### src/rtl/lcd_pkg.sv
// Shared LCD definitions: RGB565 pixel type, default frame geometry and the
// line-fetch state encoding.
package lcd;

    typedef struct packed {
        logic [4:0] r;
        logic [5:0] g;
        logic [4:0] b;
    } color;

    localparam int H_PIXELS_DEF = 800;
    localparam int V_LINES_DEF  = 480;

    typedef enum logic [1:0] {
        ST_IDLE,
        ST_FETCH,
        ST_FINISH
    } fetch_state_e;

endpackage

### src/rtl/lcd_line_fetch.sv
// Fetches one framebuffer line over a classic-cycle Wishbone read master and
// streams the pixel words into an external two-bank line buffer.
module lcd_line_fetch
    import lcd::*;
#(
    parameter logic [31:0] FB_BASE  = 32'h0000_0000,
    parameter int          H_PIXELS = H_PIXELS_DEF,
    parameter int          V_LINES  = V_LINES_DEF
) (
    input  logic        clk,
    input  logic        rst,
    input  logic        line_req,
    input  logic [8:0]  line_num,
    output logic        busy,
    output logic        done,
    output logic        overrun,
    output logic        bus_err,
    output logic        wb_cyc_o,
    output logic        wb_stb_o,
    output logic        wb_we_o,
    output logic [31:0] wb_adr_o,
    output logic [1:0]  wb_sel_o,
    output logic [2:0]  wb_cti_o,
    input  logic [15:0] wb_dat_i,
    input  logic        wb_ack_i,
    input  logic        wb_err_i,
    output logic        buf_we,
    output logic        buf_bank,
    output logic [9:0]  buf_addr,
    output logic [15:0] buf_data
);

    localparam logic [9:0]  X_LAST = 10'(H_PIXELS - 1);
    localparam logic [31:0] H_W    = 32'(H_PIXELS);
    localparam logic [31:0] V_W    = 32'(V_LINES);

    fetch_state_e state_q;
    logic [9:0]   x_q;
    logic [31:0]  adr_q;
    logic         cyc_q;
    logic         busy_q;
    logic         done_q;
    logic         overrun_q;
    logic         bus_err_q;
    logic         buf_we_q;
    logic         bank_q;
    logic [9:0]   buf_addr_q;
    color         buf_data_q;

    logic [31:0]  line_base_d;
    logic         line_ok_d;
    logic         term_d;

    // The only multiply: start address of the requested line, taken at acceptance.
    assign line_base_d = FB_BASE + ((32'(line_num) * H_W) << 1);
    assign line_ok_d   = 32'(line_num) < V_W;
    assign term_d      = cyc_q & (wb_ack_i | wb_err_i);

    always_ff @(posedge clk or posedge rst) begin
        if (rst) begin
            state_q    <= ST_IDLE;
            x_q        <= '0;
            adr_q      <= '0;
            cyc_q      <= 1'b0;
            busy_q     <= 1'b0;
            done_q     <= 1'b0;
            overrun_q  <= 1'b0;
            bus_err_q  <= 1'b0;
            buf_we_q   <= 1'b0;
            bank_q     <= 1'b0;
            buf_addr_q <= '0;
            buf_data_q <= '0;
        end else begin
            done_q   <= 1'b0;
            buf_we_q <= 1'b0;
            // The done cycle still counts as busy for request acceptance.
            if (line_req && (busy_q || done_q)) begin
                overrun_q <= 1'b1;
            end
            case (state_q)
                ST_IDLE: begin
                    if (line_req && !done_q) begin
                        if (line_ok_d) begin
                            state_q <= ST_FETCH;
                            cyc_q   <= 1'b1;
                            busy_q  <= 1'b1;
                            x_q     <= '0;
                            adr_q   <= line_base_d;
                            bank_q  <= line_num[0];
                        end else begin
                            done_q <= 1'b1;
                        end
                    end
                end
                ST_FETCH: begin
                    if (term_d) begin
                        buf_we_q   <= 1'b1;
                        buf_addr_q <= x_q;
                        buf_data_q <= wb_err_i ? color'(16'h0000) : color'(wb_dat_i);
                        if (wb_err_i) begin
                            bus_err_q <= 1'b1;
                        end
                        x_q   <= x_q + 10'd1;
                        adr_q <= adr_q + 32'd2;
                        if (x_q == X_LAST) begin
                            cyc_q   <= 1'b0;
                            state_q <= ST_FINISH;
                        end
                    end
                end
                ST_FINISH: begin
                    done_q  <= 1'b1;
                    busy_q  <= 1'b0;
                    state_q <= ST_IDLE;
                end
                default: begin
                    state_q <= ST_IDLE;
                end
            endcase
        end
    end

    assign busy     = busy_q;
    assign done     = done_q;
    assign overrun  = overrun_q;
    assign bus_err  = bus_err_q;
    assign wb_cyc_o = cyc_q;
    assign wb_stb_o = cyc_q;
    assign wb_we_o  = 1'b0;
    assign wb_adr_o = adr_q;
    assign wb_sel_o = cyc_q ? 2'b11 : 2'b00;
    assign wb_cti_o = 3'b000;
    assign buf_we   = buf_we_q;
    assign buf_bank = bank_q;
    assign buf_addr = buf_addr_q;
    assign buf_data = buf_data_q;

endmodule

### config.mk
export PLATFORM = sky130hd
export DESIGN_NAME = lcd_line_fetch
export DESIGN_NICKNAME = d
export VERILOG_FILES = /design/src/rtl/lcd_pkg.sv /design/src/rtl/lcd_line_fetch.sv
export SDC_FILE = /design/constraint.sdc
export NUM_CORES = 1
export LEC_CHECK = 0
export ABC_AREA = 1
export BUFFER_PORTS_ARGS = -buffer_cell sky130_fd_sc_hd__buf_2
export CAP_MARGIN = 5
export CELL_PAD_IN_SITES_DETAIL_PLACEMENT = 1
export CELL_PAD_IN_SITES_GLOBAL_PLACEMENT = 2
export CORE_MARGIN = 1.5
export CORE_UTILIZATION = 31
export DETAILED_ROUTE_END_ITERATION = 8
export MAX_ROUTING_LAYER = met4
export PLACE_DENSITY_LB_ADDON = 0.2
export SYNTH_ARGS = -nofsm -noshare
export SYNTH_HDL_FRONTEND = slang
export SYNTH_SLANG_ARGS = --single-unit
export TNS_END_PERCENT = 50
### constraint.sdc
create_clock -name clk -period 3 [get_ports clk]
set_input_delay 0.3 -clock clk [delete_from_list [all_inputs] [get_ports clk]]
set_output_delay 0.3 -clock clk [all_outputs]
set_load 0.01 [all_outputs]
==> impl_summary.log <==
INFO  metric drt-pass1-iter-count = 5
INFO  metric die_y = 129 um
INFO  metric synth.area.top_cells = sky130_fd_sc_hd__dfrtp_1 39%, sky130_fd_sc_hd__nand2_1 16%, sky130_fd_sc_hd__ha_1 8.7%
INFO  metric layout.nets = 826
INFO  metric critical_path_sink_type = register
INFO  metric met1_usage_grt = 26.1%
INFO  metric synth_adder_area_share = 10.3%
INFO  metric fp.dieArea = 16600 sq um
INFO  metric timing.critical_path.from_type = input pin
INFO  metric critical_path.cell_chain = buf_2 -> ha_1 -> ha_1 -> inv_1 -> fa_1 -> inv_1 -> ha_1 -> a21oi_1 -> nor2_1 -> nor2_1 -> nand3b_1 -> nand3_1 -> nand2_1 -> nand2_1 -> nand2_1
INFO  metric synth.lib_cells_used.distinct = 41
INFO  metric global_route.peak_usage_layer = met2
INFO  metric final_util = 38.3%
INFO  metric cts.reportedPaths.clkPinSlew = 0.06 ns
INFO  metric ys_seq_area_share = 38.8%
INFO  metric p_leak = 3.00 nW
INFO  metric vdd_drop_max = 0.393 mV
INFO  metric flow.area_growth_from_synthesis = 19.8%
INFO  metric worstSkewPairLatency = 0.35 ns
INFO  metric drc_markers = 0
INFO  metric timing.critical_path.required = 3.23 ns
INFO  metric number_of_antenna_violations_at_the_first_check_in_global_routing = 0
INFO  metric synth_ff_type = sky130_fd_sc_hd__dfrtp_1
INFO  metric route.detailed.vias_per_inst = 4.70
INFO  metric synth.area.mux_share = 0%
INFO  metric grt_usage = 19.2%
INFO  metric half_perimeter_wire_length_after_placement = 11.3 mm
INFO  metric initial_core_util = 32.0%
INFO  metric seq_cells_post_synth = 76
INFO  metric final.min_clock_period = 2.59 ns
INFO  metric r2r_setup_slack = 0.92 ns
INFO  metric dr_total_vias = 4582
INFO  metric worst_r2r_startpoint = wb_adr_o[1]
INFO  metric detailedRoute.firstIterationViolations = 226
INFO  metric tritoncts.num_buffers = 9
INFO  metric rsz0062_at_grt = no
INFO  metric postSynthAreaPerCell = 7.36 sq um
INFO  metric yosysTopAreaCellShare = 38.8%
INFO  metric crit_fanout = 6
INFO  metric die_w = 129 um
INFO  metric coreArea = 15300 sq um
INFO  metric worstPathArrival = 2.83 ns
INFO  metric synth-simple-area-share = 30.6%
INFO  metric layout_worst_path_cycle_share = 86.4%
INFO  metric power-per-cell-area = 820 nW/um^2
INFO  metric synth.yosys.warnings = 0
INFO  metric setup_viol = 0
INFO  metric final.fill_count = 1973
INFO  metric grt_pass1_vias = 4621
INFO  metric totalPowerFinal = 0.00481 W
INFO  metric grt_pass1_wl = 23.9 mm
INFO  metric max-clock-path-buffers = 2
INFO  metric hold_path_class = input pin to asynchronous set/reset pin
INFO  metric timing.slew.headroom = 46.2%
INFO  metric synth_compound_area_share = 10.5%
INFO  metric critical_path.slowest_cell = sky130_fd_sc_hd__fa_1
INFO  metric ff2ff_path_depth = 11
INFO  metric edff_count_synth = 0
INFO  metric place.gp.congestion = 0.845
INFO  metric setup_total_negative_slack = 0 ns
INFO  metric buffer_ports.inserted = 96
INFO  metric synth_largest_area_cell = sky130_fd_sc_hd__dfrtp_1
INFO  metric tightestPinTransition = 0.806 ns
INFO  metric grt_overflow_total = 0
INFO  metric skew = 0.00915 ns
INFO  metric htree_num_levels = 3
INFO  metric post_route_cells_drive_above_1_share = 17.7%
INFO  metric grt_start_max_net_pins = 53
INFO  metric syn-cell-area = 4900 sq um
INFO  metric synth_xor_area_share = 1.07%
INFO  metric synth_top_family_by_area = simple AND/OR/NAND/NOR gates
INFO  metric clock-sinks = 76
INFO  metric asyncSetResetFlopFracSynth = 100%
INFO  metric drt-wirelength-per-cell = 15.2 um
INFO  metric setup_fix_bufs_post_cts = 0
INFO  metric worst_path_largest_cell_delay = 0.50 ns
INFO  metric use_met2 = 29.6%
INFO  metric crit_type = input pin to register
INFO  metric worstReg2RegEnd = wb_adr_o[27]
INFO  metric drv_cap = 0
INFO  metric clock_tree.root_cell = sky130_fd_sc_hd__clkbuf_16
INFO  metric tritoncts = done
INFO  metric synthesis.instances = 666
INFO  metric insertedDiodeCount = 0
INFO  metric fp-row-count = 45
INFO  metric top_level_ports = 102
INFO  metric global_route.usage.met3 = 3.66%
INFO  metric post_cts_resize_count = 0
INFO  metric finalWirelength = 14.8 mm
INFO  metric report.final.hold_viol_count = 0
INFO  metric slew_violations = 0
INFO  metric timing.fmax = 0.386 GHz
INFO  metric residual_antenna_violating_net_count_after_detailed_routing = 0
INFO  metric run_status = finished clean
INFO  metric holdBufCountCts = 0
-- cell usage in the layout, fill, tap and decap left out, types with 5 or more instances in the layout --
| master | n |
|---|---|
| sky130_fd_sc_hd__a21oi_1 | 20 |
| sky130_fd_sc_hd__buf_2 | 96 |
| sky130_fd_sc_hd__clkbuf_16 | 9 |
| sky130_fd_sc_hd__conb_1 | 5 |
| sky130_fd_sc_hd__dfrtp_1 | 76 |
| sky130_fd_sc_hd__ha_1 | 34 |
| sky130_fd_sc_hd__inv_1 | 72 |
| sky130_fd_sc_hd__nand2_1 | 206 |
| sky130_fd_sc_hd__nand3_1 | 34 |
| sky130_fd_sc_hd__nand4_1 | 16 |
| sky130_fd_sc_hd__nor2_1 | 57 |
| sky130_fd_sc_hd__nor2_2 | 7 |
| sky130_fd_sc_hd__nor3_1 | 13 |
| sky130_fd_sc_hd__o21ai_0 | 58 |
| sky130_fd_sc_hd__xor2_1 | 5 |
-- how the worst max path moves through the flow --
stage | from | end
2_1_floorplan | line_num[3] | wb_adr_o[14]
3_3_place_gp | line_num[4] | wb_adr_o[17]
3_5_place_dp | line_num[4] | wb_adr_o[17]
4_1_cts | line_num[4] | wb_adr_o[17]
5_1_grt | line_num[4] | wb_adr_o[17]
6_report | line_num[4] | wb_adr_o[17]
-- cell families after synthesis --
kind of cell / count (synthesis)
AO/OA/AOI/OAI: 96
XOR/XNOR: 6
buffers and inverters: 101
adder cells (fa/ha/maj): 38
other: 1
flip-flops: 76
AND/OR/NAND/NOR: 348
-- synth_stat cells, types with 2 or more instances --
cell,n
sky130_fd_sc_hd__a21oi_1,20
sky130_fd_sc_hd__buf_1,3
sky130_fd_sc_hd__buf_2,6
sky130_fd_sc_hd__buf_4,8
sky130_fd_sc_hd__clkbuf_1,6
sky130_fd_sc_hd__clkinv_1,2
sky130_fd_sc_hd__dfrtp_1,76
sky130_fd_sc_hd__fa_1,4
sky130_fd_sc_hd__ha_1,34
sky130_fd_sc_hd__inv_1,73
sky130_fd_sc_hd__inv_2,2
sky130_fd_sc_hd__nand2_1,206
sky130_fd_sc_hd__nand2_4,2
sky130_fd_sc_hd__nand3_1,34
sky130_fd_sc_hd__nand3b_1,3
sky130_fd_sc_hd__nand4_1,16
sky130_fd_sc_hd__nor2_1,57
sky130_fd_sc_hd__nor2_2,7
sky130_fd_sc_hd__nor3_1,13
sky130_fd_sc_hd__nor4_1,3
sky130_fd_sc_hd__o211ai_1,2
sky130_fd_sc_hd__o21ai_0,58
sky130_fd_sc_hd__o21ai_1,4
sky130_fd_sc_hd__o21bai_1,3
sky130_fd_sc_hd__o22ai_1,3
sky130_fd_sc_hd__or2_2,2
sky130_fd_sc_hd__xor2_1,5
-- state kept, by name, indices dropped and copies added, names as in the netlist --
signal / flops
buf_bank: 1
buf_addr: 10
done: 1
x_q: 10
buf_data: 16
buf_we: 1
overrun: 1
wb_cyc_o: 1
bus_err: 1
state_q: 2
busy: 1
wb_adr_o: 31
-- where the power goes --
group	switching (W)	total (W)	internal [W]
clock	0.000461	0.00111	0.000645
combinational	0.00138	0.00206	0.000688
sequential	0.000325	0.00164	0.00132
total	0.00216	0.00481	0.00265
-- critical path, delay by kind of cell --
kind                       cells  cell delay (ns)
adders and majority gates      4             1.44
and+or+nand+nor                7             0.55
AOI/OAI and AO/OA              1             0.32
buffers and inverters          3             0.21
-- per-stage QoR --
step / hold slack [ns] / std cells / instance area, sq um / worst slack (ns)
6_report: 0.0772 / 974 / 5870 / 0.407
2_1_floorplan: 0.410 / 670 / 4920 / 0.419
3_5_place_dp: 0.459 / 958 / 5580 / 0.0420
3_3_place_gp: 0.454 / 958 / 5580 / 0.129
4_1_cts: 0.0957 / 974 / 5870 / 0.402
5_1_grt: 0.142 / 974 / 5870 / 0.163
-- final cells by class --
| cell class | count | area, sq um | share of cell area [%] |
|---|---|---|---|
| Inverter | 77 | 290 | 4.94 |
| Clock inverter | 6 | 65.1 | 1.11 |
| Sequential cell | 76 | 1900 | 32.4 |
| Timing Repair Buffer | 101 | 531 | 9.04 |
| Tap cell | 211 | 264 | 4.50 |
| Multi-Input combinational cell | 493 | 2590 | 44.1 |
| Clock buffer | 10 | 229 | 3.90 |
-- routing by layer --
metal	vias up	routed length, um
li1	2331	-
met1	2183	7480
met2	62	6710
met3	6	444
met4	0	128
met5	-	0
Note: power is estimated with default switching activity, not from simulation.
